--- src/rtl/uart_pkg.sv ---
// ---------------------------------------------------------------------------
// uart_pkg
// Shared definitions for the UART receive path.
//   rx_state_e : receiver FSM states (IDLE, START, DATA, STOP)
//   OVERSAMPLE : sub-bit ticks per bit
//   SAMPLE_IDX : sub-bit index of the mid-bit sample
//   OS_W       : width of the sub-bit counter
// ---------------------------------------------------------------------------
package uart_pkg;

    typedef enum logic [1:0] {
        IDLE  = 2'd0,
        START = 2'd1,
        DATA  = 2'd2,
        STOP  = 2'd3
    } rx_state_e;

    localparam int OVERSAMPLE = 16;
    localparam int SAMPLE_IDX = 7;
    localparam int OS_W       = $clog2(OVERSAMPLE);

endpackage

--- src/rtl/uart_baud_tick.sv ---
// ---------------------------------------------------------------------------
// uart_baud_tick
// Oversample tick generator shared by the UART RX and TX paths. Counts
// 0..div_i-1 and pulses tick_o for one cycle on the terminal count.
// A divisor of 0 behaves as 1 (tick every cycle).
// Ports:
//   clk, rst_n : clock, asynchronous active-high reset
//   clr_i      : synchronous clear; restarts the count at 0, no tick
//   div_i      : clocks per tick
//   tick_o     : one-cycle tick
// ---------------------------------------------------------------------------
module uart_baud_tick #(
    parameter int DIV_WIDTH = 16
) (
    input  logic                 clk,
    input  logic                 rst_n,
    input  logic                 clr_i,
    input  logic [DIV_WIDTH-1:0] div_i,
    output logic                 tick_o
);

    logic [DIV_WIDTH-1:0] cnt_q, cnt_d;
    logic [DIV_WIDTH-1:0] term;

    always_comb begin
        term   = (div_i == '0) ? '0 : div_i - 1'b1;
        // ">=" keeps the counter from running past the terminal value
        // when the divisor shrinks mid-count.
        tick_o = !clr_i && (cnt_q >= term);
        cnt_d  = cnt_q + 1'b1;
        if (clr_i || tick_o) begin
            cnt_d = '0;
        end
    end

    // rst_n is active-high despite its name.
    always_ff @(posedge clk or posedge rst_n) begin
        if (rst_n) begin
            cnt_q <= '0;
        end else begin
            cnt_q <= cnt_d;
        end
    end

endmodule

--- src/rtl/uart_rx.sv ---
// ---------------------------------------------------------------------------
// uart_rx
// UART serial receive front-end: synchronises rx_i, detects start bits,
// 16x-oversamples each bit and deserialises LSB-first frames
// (1 start, DATA_WIDTH data, 1 stop, no parity).
// Optional feature: define UART_RX_MAJORITY_EN to decide each bit by a
// 2-of-3 vote of the samples at sub-bit 6, 7 and 8 (decision at 8).
// Ports:
//   clk, rst_n   : clock, asynchronous active-high reset
//   baud_div_i   : clocks per oversample tick
//   rx_en_i      : receiver enable; low forces IDLE and drops any frame
//   rx_i         : asynchronous serial line, idle high
//   fifo_full_i  : RX FIFO full
//   data_o       : received byte, valid while push_o is high
//   push_o       : one-cycle FIFO write strobe
//   frame_err_o  : one-cycle pulse, stop bit sampled low
//   overrun_o    : one-cycle pulse, good frame dropped (FIFO full)
//   busy_o       : FSM not in IDLE
// ---------------------------------------------------------------------------
module uart_rx
    import uart_pkg::*;
#(
    parameter int DATA_WIDTH = 8,
    parameter int DIV_WIDTH  = 16
) (
    input  logic                  clk,
    input  logic                  rst_n,
    input  logic [DIV_WIDTH-1:0]  baud_div_i,
    input  logic                  rx_en_i,
    input  logic                  rx_i,
    input  logic                  fifo_full_i,
    output logic [DATA_WIDTH-1:0] data_o,
    output logic                  push_o,
    output logic                  frame_err_o,
    output logic                  overrun_o,
    output logic                  busy_o
);

    localparam int BIT_W = (DATA_WIDTH > 1) ? $clog2(DATA_WIDTH) : 1;

    logic                  sync1_q, sync2_q, hist_q;
    logic                  start_edge;
    logic                  tick, tick_clr;
    logic                  sample_pt, bit_val;
    rx_state_e             state_q, state_d;
    logic [OS_W-1:0]       os_cnt_q, os_cnt_d;
    logic [BIT_W-1:0]      bit_cnt_q, bit_cnt_d;
    logic [DATA_WIDTH-1:0] shift_q, shift_d;
    logic [DATA_WIDTH-1:0] data_q, data_d;
    logic                  push_q, push_d;
    logic                  ferr_q, ferr_d;
    logic                  ovr_q, ovr_d;

    uart_baud_tick #(.DIV_WIDTH(DIV_WIDTH)) u_tick (
        .clk    (clk),
        .rst_n  (rst_n),
        .clr_i  (tick_clr),
        .div_i  (baud_div_i),
        .tick_o (tick)
    );

    // Two-flop synchroniser plus a history flop; all reset to the idle level.
    always_ff @(posedge clk or posedge rst_n) begin
        if (rst_n) begin
            sync1_q <= 1'b1;
            sync2_q <= 1'b1;
            hist_q  <= 1'b1;
        end else begin
            sync1_q <= rx_i;
            sync2_q <= sync1_q;
            hist_q  <= sync2_q;
        end
    end

    // Only a genuine 1->0 transition starts a frame, so a held-low line
    // cannot re-trigger after a framing error.
    assign start_edge = hist_q & ~sync2_q;

`ifdef UART_RX_MAJORITY_EN
    logic vote6_q, vote7_q;

    always_ff @(posedge clk or posedge rst_n) begin
        if (rst_n) begin
            vote6_q <= 1'b1;
            vote7_q <= 1'b1;
        end else if (tick) begin
            if (os_cnt_q == OS_W'(SAMPLE_IDX - 1)) vote6_q <= sync2_q;
            if (os_cnt_q == OS_W'(SAMPLE_IDX))     vote7_q <= sync2_q;
        end
    end

    // Third vote is the live sample at sub-bit 8.
    assign sample_pt = tick && (os_cnt_q == OS_W'(SAMPLE_IDX + 1));
    assign bit_val   = (vote6_q & vote7_q) | (vote6_q & sync2_q) | (vote7_q & sync2_q);
`else
    assign sample_pt = tick && (os_cnt_q == OS_W'(SAMPLE_IDX));
    assign bit_val   = sync2_q;
`endif

    always_comb begin
        state_d   = state_q;
        os_cnt_d  = os_cnt_q;
        bit_cnt_d = bit_cnt_q;
        shift_d   = shift_q;
        data_d    = data_q;
        push_d    = 1'b0;
        ferr_d    = 1'b0;
        ovr_d     = 1'b0;
        tick_clr  = 1'b0;

        // Wraps 15 -> 0 naturally at each bit boundary.
        if (tick) begin
            os_cnt_d = os_cnt_q + 1'b1;
        end

        if (!rx_en_i) begin
            state_d = IDLE;
        end else begin
            case (state_q)
                IDLE: begin
                    if (start_edge) begin
                        state_d  = START;
                        os_cnt_d = '0;
                        tick_clr = 1'b1;
                    end
                end
                START: begin
                    bit_cnt_d = '0;
                    if (sample_pt) begin
                        state_d = bit_val ? IDLE : DATA;
                    end
                end
                DATA: begin
                    if (sample_pt) begin
                        shift_d = {bit_val, shift_q[DATA_WIDTH-1:1]};
                        if (bit_cnt_q == BIT_W'(DATA_WIDTH - 1)) begin
                            state_d = STOP;
                        end else begin
                            bit_cnt_d = bit_cnt_q + 1'b1;
                        end
                    end
                end
                STOP: begin
                    if (sample_pt) begin
                        state_d = IDLE;
                        if (!bit_val) begin
                            ferr_d = 1'b1;
                        end else if (fifo_full_i) begin
                            ovr_d = 1'b1;
                        end else begin
                            push_d = 1'b1;
                            data_d = shift_q;
                        end
                    end
                end
                default: state_d = IDLE;
            endcase
        end
    end

    always_ff @(posedge clk or posedge rst_n) begin
        if (rst_n) begin
            state_q   <= IDLE;
            os_cnt_q  <= '0;
            bit_cnt_q <= '0;
            shift_q   <= '0;
            data_q    <= '0;
            push_q    <= 1'b0;
            ferr_q    <= 1'b0;
            ovr_q     <= 1'b0;
        end else begin
            state_q   <= state_d;
            os_cnt_q  <= os_cnt_d;
            bit_cnt_q <= bit_cnt_d;
            shift_q   <= shift_d;
            data_q    <= data_d;
            push_q    <= push_d;
            ferr_q    <= ferr_d;
            ovr_q     <= ovr_d;
        end
    end

    assign data_o      = data_q;
    assign push_o      = push_q;
    assign frame_err_o = ferr_q;
    assign overrun_o   = ovr_q;
    assign busy_o      = (state_q != IDLE);

endmodule

--- config.mk ---
export PLATFORM = sky130hd
export DESIGN_NAME = uart_rx
export DESIGN_NICKNAME = d
export VERILOG_FILES = /design/src/rtl/uart_pkg.sv /design/src/rtl/uart_baud_tick.sv /design/src/rtl/uart_rx.sv
export SDC_FILE = /design/constraint.sdc
export NUM_CORES = 1
export LEC_CHECK = 0
export ABC_CLOCK_PERIOD_IN_PS = 7500
export BUFFER_PORTS_ARGS = -buffer_cell sky130_fd_sc_hd__buf_2
export CORE_AREA = 2 2 82 84
export DETAILED_ROUTE_END_ITERATION = 12
export DIE_AREA = 0 0 84 86
export PLACE_DENSITY_LB_ADDON = 0.08
export SETUP_SLACK_MARGIN = 0.4
export SLEW_MARGIN = 10
export SYNTH_ARGS = -nofsm -noshare
export SYNTH_HDL_FRONTEND = slang
export SYNTH_SLANG_ARGS = --single-unit
export TNS_END_PERCENT = 30
--- constraint.sdc ---
create_clock -name clk -period 7.5 [get_ports clk]
set_input_delay 1.5 -clock clk [delete_from_list [all_inputs] [get_ports clk]]
set_output_delay 1.5 -clock clk [all_outputs]
set_load 0.01 [all_outputs]
==> impl_metrics.xml, run 1 <==
<?xml version="1.0" encoding="UTF-8"?>
<metrics>
  <group name="sta">
    <metric name="maxSlewHeadroom" unit="%">35.0</metric>
    <metric name="fmax" unit="MHz">181</metric>
    <metric name="slew_of_the_pin_with_the_lowest_slew_margin" unit="ps">973</metric>
    <metric name="hold_violations" unit="">0</metric>
    <metric name="final-max-slew-violation-count" unit="">0</metric>
    <metric name="rsz0062_at_grt" unit="">false</metric>
    <metric name="period_share" unit="%">73.5</metric>
    <metric name="timing.setup.tns" unit="ps">0</metric>
    <metric name="timing.final.setup_violations" unit="">0</metric>
    <metric name="fin_crit" unit="ps">5510</metric>
    <metric name="timing.clock.skew" unit="ps">10.5</metric>
  </group>
  <group name="drt">
    <metric name="drt-wirelength-per-cell" unit="um">13.3</metric>
    <metric name="drt_drc_violations_left" unit="">0</metric>
    <metric name="initialDrtViolationCount" unit="">77</metric>
    <metric name="drt_wl_total" unit="um">5110</metric>
    <metric name="drt_pre_antenna_iters" unit="">4</metric>
    <metric name="drt-vias-per-instance" unit="">5.34</metric>
    <metric name="route.vias.total" unit="">2050</metric>
    <metric name="route.antenna.remaining_nets" unit="">0</metric>
  </group>
  <group name="global_route">
    <metric name="first_global_vias" unit="">2010</metric>
    <metric name="global_route.overflow_total" unit="">0</metric>
    <metric name="grt_pass1_wl" unit="um">8870</metric>
    <metric name="antenna_found_initial" unit="">0</metric>
    <metric name="grt_max_degree" unit="">48</metric>
    <metric name="grt.total_usage" unit="%">14.9</metric>
  </group>
  <group name="synth">
    <metric name="yosys.area.top_type" unit="">dfrtp_1</metric>
    <metric name="synth_area_leaders" unit="">dfrtp_1, ha_1, mux2_2, xor2_1, nor2_1</metric>
    <metric name="ff_latch_count_synth" unit="">47</metric>
    <metric name="commonest_cells_in_the_synthesized_netlist" unit="">dfrtp_1, nor2_1, nand2_1</metric>
    <metric name="post_synth_num_cell_types" unit="">43</metric>
    <metric name="synth_top_area_share" unit="%">39.9</metric>
    <metric name="netlist_area" unit="mm2">0.00276</metric>
    <metric name="synth-edff-count" unit="">0</metric>
    <metric name="yosys.cell_count.top_type" unit="">dfrtp_1</metric>
    <metric name="synthFlopType" unit="">dfrtp_1</metric>
    <metric name="postSynth.asyncResetShare" unit="%">100</metric>
    <metric name="synthesis.instances" unit="">272</metric>
    <metric name="post_synth.cell_area_avg" unit="um2">10.1</metric>
    <metric name="mappedNetlistNets" unit="">315</metric>
    <metric name="yosysSeqAreaShare" unit="%">42.8</metric>
    <metric name="number_of_warnings_reported_in_the_yosys_synthesis_log" unit="">0</metric>
  </group>
  <group name="setup_path">
    <metric name="crit-reg2reg-capture" unit="">data_o[4]</metric>
    <metric name="worst_ep_required_time" unit="ps">7690</metric>
    <metric name="rr_startpoint" unit="">u_tick.cnt_q[0]</metric>
    <metric name="setup.worst_path.end_class" unit="">flop</metric>
    <metric name="crit_fanout" unit="">17</metric>
    <metric name="path_class" unit="">primary input to flop</metric>
    <metric name="cp_data_arrival_time" unit="ps">5710</metric>
    <metric name="worst-r2r-cell-count" unit="">9</metric>
    <metric name="setup_slack_of_the_most_critical_reg_to_reg_path" unit="ps">4550</metric>
    <metric name="crit_end" unit="">data_o[1]</metric>
    <metric name="startpoint_type" unit="">primary input</metric>
    <metric name="timing.critical_path.from" unit="">baud_div_i[9]</metric>
  </group>
  <group name="finish">
    <metric name="diodes" unit="">0</metric>
    <metric name="multi_input_area" unit="mm2">0.00150</metric>
    <metric name="nFillCells" unit="">633</metric>
    <metric name="flow.area_growth_from_synthesis" unit="%">12.6</metric>
    <metric name="nets" unit="">349</metric>
    <metric name="drive_gt1_share" unit="%">21.2</metric>
    <metric name="ff_latch_area" unit="mm2">0.00118</metric>
    <metric name="post-route-cell-area" unit="mm2">0.00310</metric>
  </group>
  <group name="placed_design">
    <metric name="placement.io_buffers" unit="">32</metric>
    <metric name="routability_congestion_estimate" unit="">0.763</metric>
    <metric name="detailed_place.area" unit="mm2">0.00299</metric>
    <metric name="dpl.hpwl" unit="um">3760</metric>
  </group>
  <group name="floorplan">
    <metric name="fp.dieArea" unit="mm2">0.00722</metric>
    <metric name="effective_utilization_at_floorplan" unit="%">43.9</metric>
    <metric name="io_pins" unit="">33</metric>
    <metric name="core" unit="mm2">0.00628</metric>
    <metric name="die_w" unit="um">84</metric>
    <metric name="fp.dieH" unit="um">86</metric>
    <metric name="row_count" unit="">29</metric>
  </group>
  <group name="run">
    <metric name="timing.max_cap.violations" unit="">0</metric>
  </group>
  <group name="clock_network">
    <metric name="cts_inserted_buffers" unit="">5</metric>
    <metric name="tritoncts_clock_tree" unit="">yes</metric>
    <metric name="insertion_delay_to_the_later_sink_of_the_worst_skew_pair" unit="ps">300</metric>
    <metric name="cts.sink_count" unit="">47</metric>
    <metric name="ctsHtreeMaxLevel" unit="">2</metric>
    <metric name="post_cts_hold_buffer_count" unit="">0</metric>
    <metric name="clk_pin_slew_worst_paths" unit="ps">90</metric>
    <metric name="clock-root-buffer" unit="">clkbuf_8</metric>
    <metric name="clk_path_buf_depth" unit="">2</metric>
    <metric name="cts-resized-gates" unit="">0</metric>
    <metric name="post_cts.repair.setup_buffers" unit="">0</metric>
  </group>
  <group name="power">
    <metric name="pwr_dens" unit="mW/mm2">182</metric>
    <metric name="largest_voltage_drop_on_the_vdd_net" unit="mV">0.110</metric>
    <metric name="leakage" unit="uW">0.00160</metric>
  </group>
  <group name="status">
    <metric name="outcome" unit="">completed</metric>
  </group>
  <group name="hold_path">
    <metric name="hold_class" unit="">flop to flop</metric>
  </group>
</metrics>
per-layer routing:
| layer | part of all wire [%] | global-route usage [%] |
|---|---|---|
| met1 | 49 | 19.7 |
| met2 | 45 | 25.2 |
| met3 | 3.9 | 2.50 |
| met4 | 1.7 | 4.84 |
| met5 | 0 | 0 |
layout make-up:
cell class	instances	share of cell area, %
inverter	12	1.45
clock inverter	3	1.49
sequential	47	38.0
multi-input combinational	207	48.3
timing repair buffer	33	5.40
clock buffer	5	2.22
tap	77	3.10
state kept, by name, summed over array words and instances (netlist names), 2 cells and up:
signal        cells
data_o            8
bit_cnt_q         3
state_q           2
u_tick.cnt_q     16
os_cnt_q          4
shift_q           8
power by group:
group	internal, uW	leakage, uW	switching, uW
clock network	100	0.0000548	88.8
logic	39.7	0.000919	44.2
registers	270	0.000631	20.7
total	410	0.00160	154
worst min-delay path by stage:
stage             from      end  slack, ps  depth (start not counted)
2_1_floorplan  sync1_q  bit_val        350                          0
3_3_place_gp   sync1_q  bit_val        350                          0
3_5_place_dp   sync1_q  bit_val        350                          0
4_1_cts        sync1_q  bit_val        360                          0
5_1_grt        sync1_q  bit_val        370                          0
6_report       sync1_q  bit_val        360                          0
worst max-delay path, cell delays in order:
cell and delay [ps]:
buf_2 110, or4_1 550, or3_1 360, nor4_1 480, nand2_1 370, nand2_1 150
ha_1 160, and4_1 200, nand2_1 100, a2111oi_2 330, a2111oi_2 100, buf_4 210
or4_1 710, mux2_1 380
kinds of logic (layout without fill, tap and decap cells):
logic type | after synthesis | count (layout) | synth area share, %
flops | 47 | 47 | 42.8
compound gates | 26 | 26 | 7.26
simple gates | 114 | 114 | 21.3
xor+xnor | 26 | 26 | 8.26
buf+inv | 18 | 53 | 2.81
fa+ha+maj | 22 | 22 | 9.98
mux | 19 | 19 | 7.62
metrics by stage:
stage	instances	hold WS, ps	total power (uW)	setup WS, ps	utilization [%]
5_1_grt	384	371	598	1730	49.5
3_3_place_gp	376	347	380	1760	47.6
3_5_place_dp	376	347	381	1670	47.6
6_report	384	361	564	1990	49.5
4_1_cts	384	361	574	1990	49.5
2_1_floorplan	272	345	353	2360	-
layout by cell type, fill, tap and decap left out, types with 2 or more instances in the layout:
cell type / n
nor3_1: 8
clkbuf_8: 5
xnor2_1: 8
a2111oi_2: 3
nor2_1: 28
and4_1: 3
nand2_1: 26
a21oi_1: 7
and3_1: 5
nand3_1: 9
xor2_1: 18
o21ai_0: 3
mux2_1: 2
ha_1: 22
nand2b_1: 8
mux2_2: 14
or4_1: 3
o211ai_1: 5
or3_1: 4
mux2i_1: 3
nand4_1: 7
inv_1: 11
o221ai_1: 2
dfrtp_1: 44
dfstp_2: 3
nor4_1: 3
buf_2: 32
a21o_1: 2
Note: power is estimated with default switching activity, not from simulation.
==> inputs of run 2 (changes only) <==
--- a/config.mk
+++ b/config.mk
@@ -5,7 +5,7 @@
 export SDC_FILE = /design/constraint.sdc
 export NUM_CORES = 1
 export LEC_CHECK = 0
-export ABC_CLOCK_PERIOD_IN_PS = 7500
+export ABC_CLOCK_PERIOD_IN_PS = 5350
 export BUFFER_PORTS_ARGS = -buffer_cell sky130_fd_sc_hd__buf_2
 export CORE_AREA = 2 2 82 84
 export DETAILED_ROUTE_END_ITERATION = 12
==> constraint.sdc (replaced) <==
create_clock -name clk -period 5.35 [get_ports clk]
set_input_delay 1.07 -clock clk [delete_from_list [all_inputs] [get_ports clk]]
set_output_delay 1.07 -clock clk [all_outputs]
set_load 0.01 [all_outputs]
==> impl_metrics.xml, run 2 (same netlist as run 1, synthesis figures left out) <==
<?xml version="1.0" encoding="UTF-8"?>
<metrics>
  <group name="floorplan">
    <metric name="die_w" unit="um">84</metric>
    <metric name="effective_utilization_at_floorplan" unit="%">43.9</metric>
    <metric name="row_count" unit="">29</metric>
    <metric name="io_pins" unit="">33</metric>
    <metric name="core" unit="mm2">0.00628</metric>
    <metric name="fp.dieH" unit="um">86</metric>
    <metric name="fp.dieArea" unit="mm2">0.00722</metric>
  </group>
  <group name="drt">
    <metric name="route.antenna.remaining_nets" unit="">0</metric>
    <metric name="drt_wl_total" unit="um">5070</metric>
    <metric name="drt_pre_antenna_iters" unit="">4</metric>
    <metric name="drt-wirelength-per-cell" unit="um">13.1</metric>
    <metric name="route.vias.total" unit="">2020</metric>
    <metric name="initialDrtViolationCount" unit="">71</metric>
    <metric name="drt_drc_violations_left" unit="">0</metric>
    <metric name="drt-vias-per-instance" unit="">5.23</metric>
  </group>
  <group name="global_route">
    <metric name="global_route.overflow_total" unit="">0</metric>
    <metric name="antenna_found_initial" unit="">0</metric>
    <metric name="grt.total_usage" unit="%">15.2</metric>
    <metric name="grt_max_degree" unit="">48</metric>
    <metric name="first_global_vias" unit="">1980</metric>
    <metric name="grt_pass1_wl" unit="um">8880</metric>
  </group>
  <group name="clock_network">
    <metric name="clk_path_buf_depth" unit="">2</metric>
    <metric name="insertion_delay_to_the_later_sink_of_the_worst_skew_pair" unit="ps">300</metric>
    <metric name="ctsHtreeMaxLevel" unit="">2</metric>
    <metric name="clock-root-buffer" unit="">clkbuf_8</metric>
    <metric name="tritoncts_clock_tree" unit="">yes</metric>
    <metric name="post_cts_hold_buffer_count" unit="">0</metric>
    <metric name="clk_pin_slew_worst_paths" unit="ps">90</metric>
    <metric name="cts_inserted_buffers" unit="">5</metric>
    <metric name="cts.sink_count" unit="">47</metric>
  </group>
  <group name="sta">
    <metric name="hold_violations" unit="">0</metric>
    <metric name="maxSlewHeadroom" unit="%">34.8</metric>
    <metric name="timing.clock.skew" unit="ps">11.9</metric>
    <metric name="timing.final.setup_violations" unit="">0</metric>
    <metric name="final-max-slew-violation-count" unit="">0</metric>
    <metric name="fmax" unit="MHz">210</metric>
    <metric name="worst_slack" unit="ps">597</metric>
    <metric name="rsz0062_at_grt" unit="">true</metric>
    <metric name="period_share" unit="%">88.8</metric>
    <metric name="slew_of_the_pin_with_the_lowest_slew_margin" unit="ps">977</metric>
    <metric name="fin_crit" unit="ps">4750</metric>
    <metric name="timing.setup.tns" unit="ps">0</metric>
  </group>
  <group name="power">
    <metric name="p_seq_share" unit="%">49.2</metric>
    <metric name="p_sw_share" unit="%">24.9</metric>
    <metric name="leakage" unit="uW">0.00163</metric>
    <metric name="pwr_dens" unit="mW/mm2">264</metric>
    <metric name="switching_pwr" unit="uW">206</metric>
    <metric name="largest_voltage_drop_on_the_vdd_net" unit="mV">0.174</metric>
    <metric name="power.combinational.fraction" unit="%">14.2</metric>
    <metric name="clock_power_share" unit="%">36.6</metric>
    <metric name="intPower" unit="uW">621</metric>
  </group>
  <group name="finish">
    <metric name="drive_gt1_share" unit="%">21.7</metric>
    <metric name="post-route-util" unit="%">50.0</metric>
    <metric name="finalNonFillerCells" unit="">386</metric>
    <metric name="most_common_cell_after_layout_fill_and_taps_aside" unit="">dfrtp_1</metric>
    <metric name="ff_latch_area" unit="mm2">0.00118</metric>
    <metric name="post-route-cell-area" unit="mm2">0.00314</metric>
    <metric name="largest_register_ffs" unit="">16</metric>
    <metric name="multi_input_area" unit="mm2">0.00150</metric>
    <metric name="nets" unit="">351</metric>
    <metric name="registers.top_by_ff_count" unit="">u_tick.cnt_q</metric>
    <metric name="nFillCells" unit="">602</metric>
    <metric name="diodes" unit="">0</metric>
    <metric name="flow.area_growth_from_synthesis" unit="%">13.8</metric>
    <metric name="mostFrequentLayoutCells" unit="">dfrtp_1, buf_2, nor2_1</metric>
  </group>
  <group name="run">
    <metric name="timing.max_cap.violations" unit="">0</metric>
  </group>
  <group name="placed_design">
    <metric name="pre_cts_slack" unit="ps">251</metric>
    <metric name="dpl.hpwl" unit="um">3720</metric>
    <metric name="routability_congestion_estimate" unit="">0.791</metric>
    <metric name="place.detailed.instances" unit="">378</metric>
    <metric name="placement.io_buffers" unit="">32</metric>
    <metric name="detailed_place.area" unit="mm2">0.00300</metric>
  </group>
  <group name="setup_path">
    <metric name="critPathTopFamily" unit="">simple AND/OR/NAND/NOR gates</metric>
    <metric name="startpoint_type" unit="">primary input</metric>
    <metric name="setup.worst_path.end_class" unit="">flop</metric>
    <metric name="path_class" unit="">primary input to flop</metric>
    <metric name="path_buf_inv" unit="">1</metric>
    <metric name="cp_data_arrival_time" unit="ps">4940</metric>
    <metric name="cp_cell_sequence" unit="">buf_2 -&gt; or4_1 -&gt; or3_1 -&gt; nand2b_1 -&gt; or3_1 -&gt; nor3_1 -&gt; a21oi_1 -&gt; ha_1 -&gt; and4_1 -&gt; nand4_1 -&gt; a2111oi_2 -&gt; a2111oi_2 -&gt; or4_1 -&gt; mux2_1</metric>
    <metric name="worst_ep_required_time" unit="ps">5540</metric>
    <metric name="cp_slowest_cell" unit="">or4_1</metric>
    <metric name="max_stage_delay" unit="ps">720</metric>
    <metric name="crit_fanout" unit="">8</metric>
  </group>
  <group name="status">
    <metric name="outcome" unit="">completed</metric>
  </group>
  <group name="hold_path">
    <metric name="hold_class" unit="">flop to flop</metric>
  </group>
</metrics>
-- run 2: area by class of cell --
cell class	instances	share of cell area, %
multi-input cells	207	47.9
flip-flops and latches	47	37.6
repair buffers	35	5.82
well taps	77	3.07
clock buffers	6	2.31
clock inverters	2	1.91
inverters	12	1.43
-- run 2: final timing paths --
path / start / end / slack, ps / depth (start not counted)
worst min-delay path: sync1_q / bit_val / 360 / 0
max in group asynchronous: rst_n / u_tick.cnt_q[0] / 3750 / 2
worst max register to register: u_tick.cnt_q[0] / data_o[5] / 2520 / 8
min in group asynchronous: rst_n / data_o[0] / 990 / 2
worst min register to register: sync1_q / bit_val / 360 / 0
worst max-delay path: baud_div_i[7] / data_o[0] / 600 / 14
-- run 2: routing by layer --
layer | vias up | GRT usage [%] | share of wire, %
li1 | 1036 | - | -
met1 | 944 | 20.4 | 50
met2 | 34 | 24.4 | 45
met3 | 6 | 2.89 | 3.5
met4 | 0 | 6.01 | 1.3
met5 | - | 0 | 0
-- run 2: per-stage QoR --
stage | hold WS [ps] | total power, uW
after global routing | 364 | 878
after floorplan | 345 | 496
final | 358 | 828
after CTS | 360 | 844
after detailed placement | 347 | 535
after global placement | 346 | 532
-- run 2: power groups by stage --
stage,sequential [uW],combinational (uW),clock [uW]
CTS,408,121,314
global placement,415,117,0
floorplan,405,90.8,0
detailed placement,414,120,0
global route,412,139,327
finish,407,118,303
-- run 2: repair_timing --
item / in CTS / in global routing
setup buffers: 0 / 0
resized for setup: 0 / 1
setup endpoints to repair: 0 / 25
==> inputs of run 3 (changes only) <==
--- a/config.mk
+++ b/config.mk
@@ -8,6 +8,7 @@
 export ABC_CLOCK_PERIOD_IN_PS = 5350
 export BUFFER_PORTS_ARGS = -buffer_cell sky130_fd_sc_hd__buf_2
 export CORE_AREA = 2 2 82 84
+export CTS_BUF_LIST = sky130_fd_sc_hd__clkbuf_4 sky130_fd_sc_hd__clkbuf_8
 export DETAILED_ROUTE_END_ITERATION = 12
 export DIE_AREA = 0 0 84 86
 export PLACE_DENSITY_LB_ADDON = 0.08
==> impl_metrics.xml, run 3 (same netlist as run 1, synthesis figures left out) <==
<?xml version="1.0" encoding="UTF-8"?>
<metrics>
  <group name="status">
    <metric name="outcome" unit="">completed</metric>
  </group>
  <group name="floorplan">
    <metric name="fp.dieArea" unit="mm2">0.00722</metric>
    <metric name="die_w" unit="um">84</metric>
    <metric name="core" unit="mm2">0.00628</metric>
    <metric name="io_pins" unit="">33</metric>
    <metric name="row_count" unit="">29</metric>
    <metric name="fp.dieH" unit="um">86</metric>
    <metric name="effective_utilization_at_floorplan" unit="%">43.9</metric>
  </group>
  <group name="drt">
    <metric name="initialDrtViolationCount" unit="">71</metric>
    <metric name="drt_drc_violations_left" unit="">0</metric>
    <metric name="drt-vias-per-instance" unit="">5.23</metric>
    <metric name="drt_pre_antenna_iters" unit="">4</metric>
    <metric name="route.antenna.remaining_nets" unit="">0</metric>
    <metric name="drt-wirelength-per-cell" unit="um">13.1</metric>
    <metric name="route.vias.total" unit="">2017</metric>
    <metric name="drt_wl_total" unit="um">5070</metric>
  </group>
  <group name="setup_path">
    <metric name="critPathTopFamily" unit="">simple AND/OR/NAND/NOR gates</metric>
    <metric name="timing.critical_path.from" unit="">baud_div_i[7]</metric>
    <metric name="rr_startpoint" unit="">u_tick.cnt_q[0]</metric>
    <metric name="path_class" unit="">primary input to flop</metric>
    <metric name="cp_cell_sequence" unit="">buf_2 -&gt; or4_1 -&gt; or3_1 -&gt; nand2b_1 -&gt; or3_1 -&gt; nor3_1 -&gt; a21oi_1 -&gt; ha_1 -&gt; and4_1 -&gt; nand4_1 -&gt; a2111oi_2 -&gt; a2111oi_2 -&gt; or4_1 -&gt; mux2_1</metric>
    <metric name="crit_end" unit="">data_o[0]</metric>
    <metric name="cp_data_arrival_time" unit="ps">4940</metric>
    <metric name="worst-r2r-cell-count" unit="">8</metric>
    <metric name="max_stage_delay" unit="ps">720</metric>
    <metric name="cp_slowest_cell" unit="">or4_1</metric>
    <metric name="crit_fanout" unit="">8</metric>
    <metric name="setup.worst_path.end_class" unit="">flop</metric>
    <metric name="setup_slack_of_the_most_critical_reg_to_reg_path" unit="ps">2520</metric>
    <metric name="path_buf_inv" unit="">1</metric>
    <metric name="startpoint_type" unit="">primary input</metric>
    <metric name="crit-reg2reg-capture" unit="">data_o[5]</metric>
    <metric name="critical_path_depth" unit="">14</metric>
    <metric name="worst_ep_required_time" unit="ps">5540</metric>
  </group>
  <group name="sta">
    <metric name="period_share" unit="%">88.8</metric>
    <metric name="worst_hold_slack" unit="ps">358</metric>
    <metric name="rsz0062_at_grt" unit="">true</metric>
    <metric name="fin_crit" unit="ps">4750</metric>
    <metric name="timing.clock.skew" unit="ps">11.8</metric>
    <metric name="timing.setup.tns" unit="ps">0</metric>
    <metric name="maxSlewHeadroom" unit="%">34.8</metric>
    <metric name="hold_violations" unit="">0</metric>
    <metric name="slew_of_the_pin_with_the_lowest_slew_margin" unit="ps">977</metric>
    <metric name="timing.final.setup_violations" unit="">0</metric>
    <metric name="final-max-slew-violation-count" unit="">0</metric>
    <metric name="fmax" unit="MHz">210</metric>
  </group>
  <group name="global_route">
    <metric name="grt.total_usage" unit="%">15.2</metric>
    <metric name="grt.met2_usage" unit="%">24.4</metric>
    <metric name="globalRouteMet1Util" unit="%">20.4</metric>
    <metric name="antenna_found_initial" unit="">0</metric>
    <metric name="first_global_vias" unit="">1980</metric>
    <metric name="grt_max_degree" unit="">48</metric>
    <metric name="global_route.overflow_total" unit="">0</metric>
    <metric name="grt_most_used_layer" unit="">met2</metric>
    <metric name="grt_use_met3" unit="%">2.89</metric>
    <metric name="grt_pass1_wl" unit="um">8880</metric>
  </group>
  <group name="placed_design">
    <metric name="routability_congestion_estimate" unit="">0.791</metric>
    <metric name="placement.io_buffers" unit="">32</metric>
    <metric name="dpl.hpwl" unit="um">3720</metric>
    <metric name="place.detailed.instances" unit="">378</metric>
  </group>
  <group name="finish">
    <metric name="registers.top_by_ff_count" unit="">u_tick.cnt_q</metric>
    <metric name="most_common_cell_after_layout_fill_and_taps_aside" unit="">dfrtp_1</metric>
    <metric name="largest_register_ffs" unit="">16</metric>
    <metric name="post-route-util" unit="%">50.1</metric>
    <metric name="mostFrequentLayoutCells" unit="">dfrtp_1, buf_2, nor2_1</metric>
    <metric name="drive_gt1_share" unit="%">22.0</metric>
    <metric name="diodes" unit="">0</metric>
    <metric name="nets" unit="">351</metric>
    <metric name="finalNonFillerCells" unit="">386</metric>
    <metric name="flow.area_growth_from_synthesis" unit="%">14.0</metric>
  </group>
  <group name="clock_network">
    <metric name="cts_inserted_buffers" unit="">5</metric>
    <metric name="tritoncts_clock_tree" unit="">yes</metric>
    <metric name="clock-root-buffer" unit="">clkbuf_8</metric>
    <metric name="clk_path_buf_depth" unit="">2</metric>
    <metric name="ctsHtreeMaxLevel" unit="">2</metric>
    <metric name="cts.sink_count" unit="">47</metric>
    <metric name="clk_pin_slew_worst_paths" unit="ps">90</metric>
    <metric name="post_cts_hold_buffer_count" unit="">0</metric>
    <metric name="insertion_delay_to_the_later_sink_of_the_worst_skew_pair" unit="ps">300</metric>
  </group>
  <group name="power">
    <metric name="pwr_dens" unit="mW/mm2">265</metric>
    <metric name="leakage" unit="uW">0.00163</metric>
    <metric name="finalPower" unit="uW">833</metric>
    <metric name="largest_voltage_drop_on_the_vdd_net" unit="mV">0.174</metric>
  </group>
  <group name="run">
    <metric name="timing.max_cap.violations" unit="">0</metric>
  </group>
  <group name="hold_path">
    <metric name="hold_class" unit="">flop to flop</metric>
  </group>
</metrics>
## run 3: final cells by class
class / instances / area (um2)
Clock buffer: 6 / 76.3
Clock inverter: 2 / 60.1
Fill cell: 602 / 3130
Inverter: 12 / 45.0
Multi-Input combinational cell: 207 / 1500
Sequential cell: 47 / 1180
Tap cell: 77 / 96.3
Timing Repair Buffer: 35 / 183
## run 3: worst min path at each step
stage | slack (ps) | cells past startpoint | end | start
finish | 360 | 0 | bit_val | sync1_q
global route | 360 | 0 | bit_val | sync1_q
CTS | 360 | 0 | bit_val | sync1_q
detailed placement | 350 | 0 | bit_val | sync1_q
global placement | 350 | 0 | bit_val | sync1_q
floorplan | 350 | 0 | bit_val | sync1_q
## run 3: what timing repair did
action,4_1_cts,5_1_grt
setup endpoints to repair,0,25
buffers inserted,0,0
gates resized for setup,0,1
## run 3: report_power, final
group	leakage (uW)	internal, uW	total, uW	switching, uW
sequential	0.000631	378	407	28.9
combinational	0.000929	56.3	118	61.5
clock	0.0000688	192	308	116
total	0.00163	626	833	206
## run 3: through the flow
| stage | cell area (um2) | setup WS, ps |
|---|---|---|
| floorplan | 2760 | 635 |
| global placement | 3000 | 308 |
| detailed placement | 3000 | 251 |
| CTS | 3140 | 572 |
| global route | 3140 | 319 |
| finish | 3140 | 597 |
## run 3: per-layer routing
metal | share of wire, % | up-vias
met5 | 0 | -
met4 | 1.3 | 0
met3 | 3.5 | 6
met2 | 45 | 34
met1 | 50 | 941
li1 | - | 1036
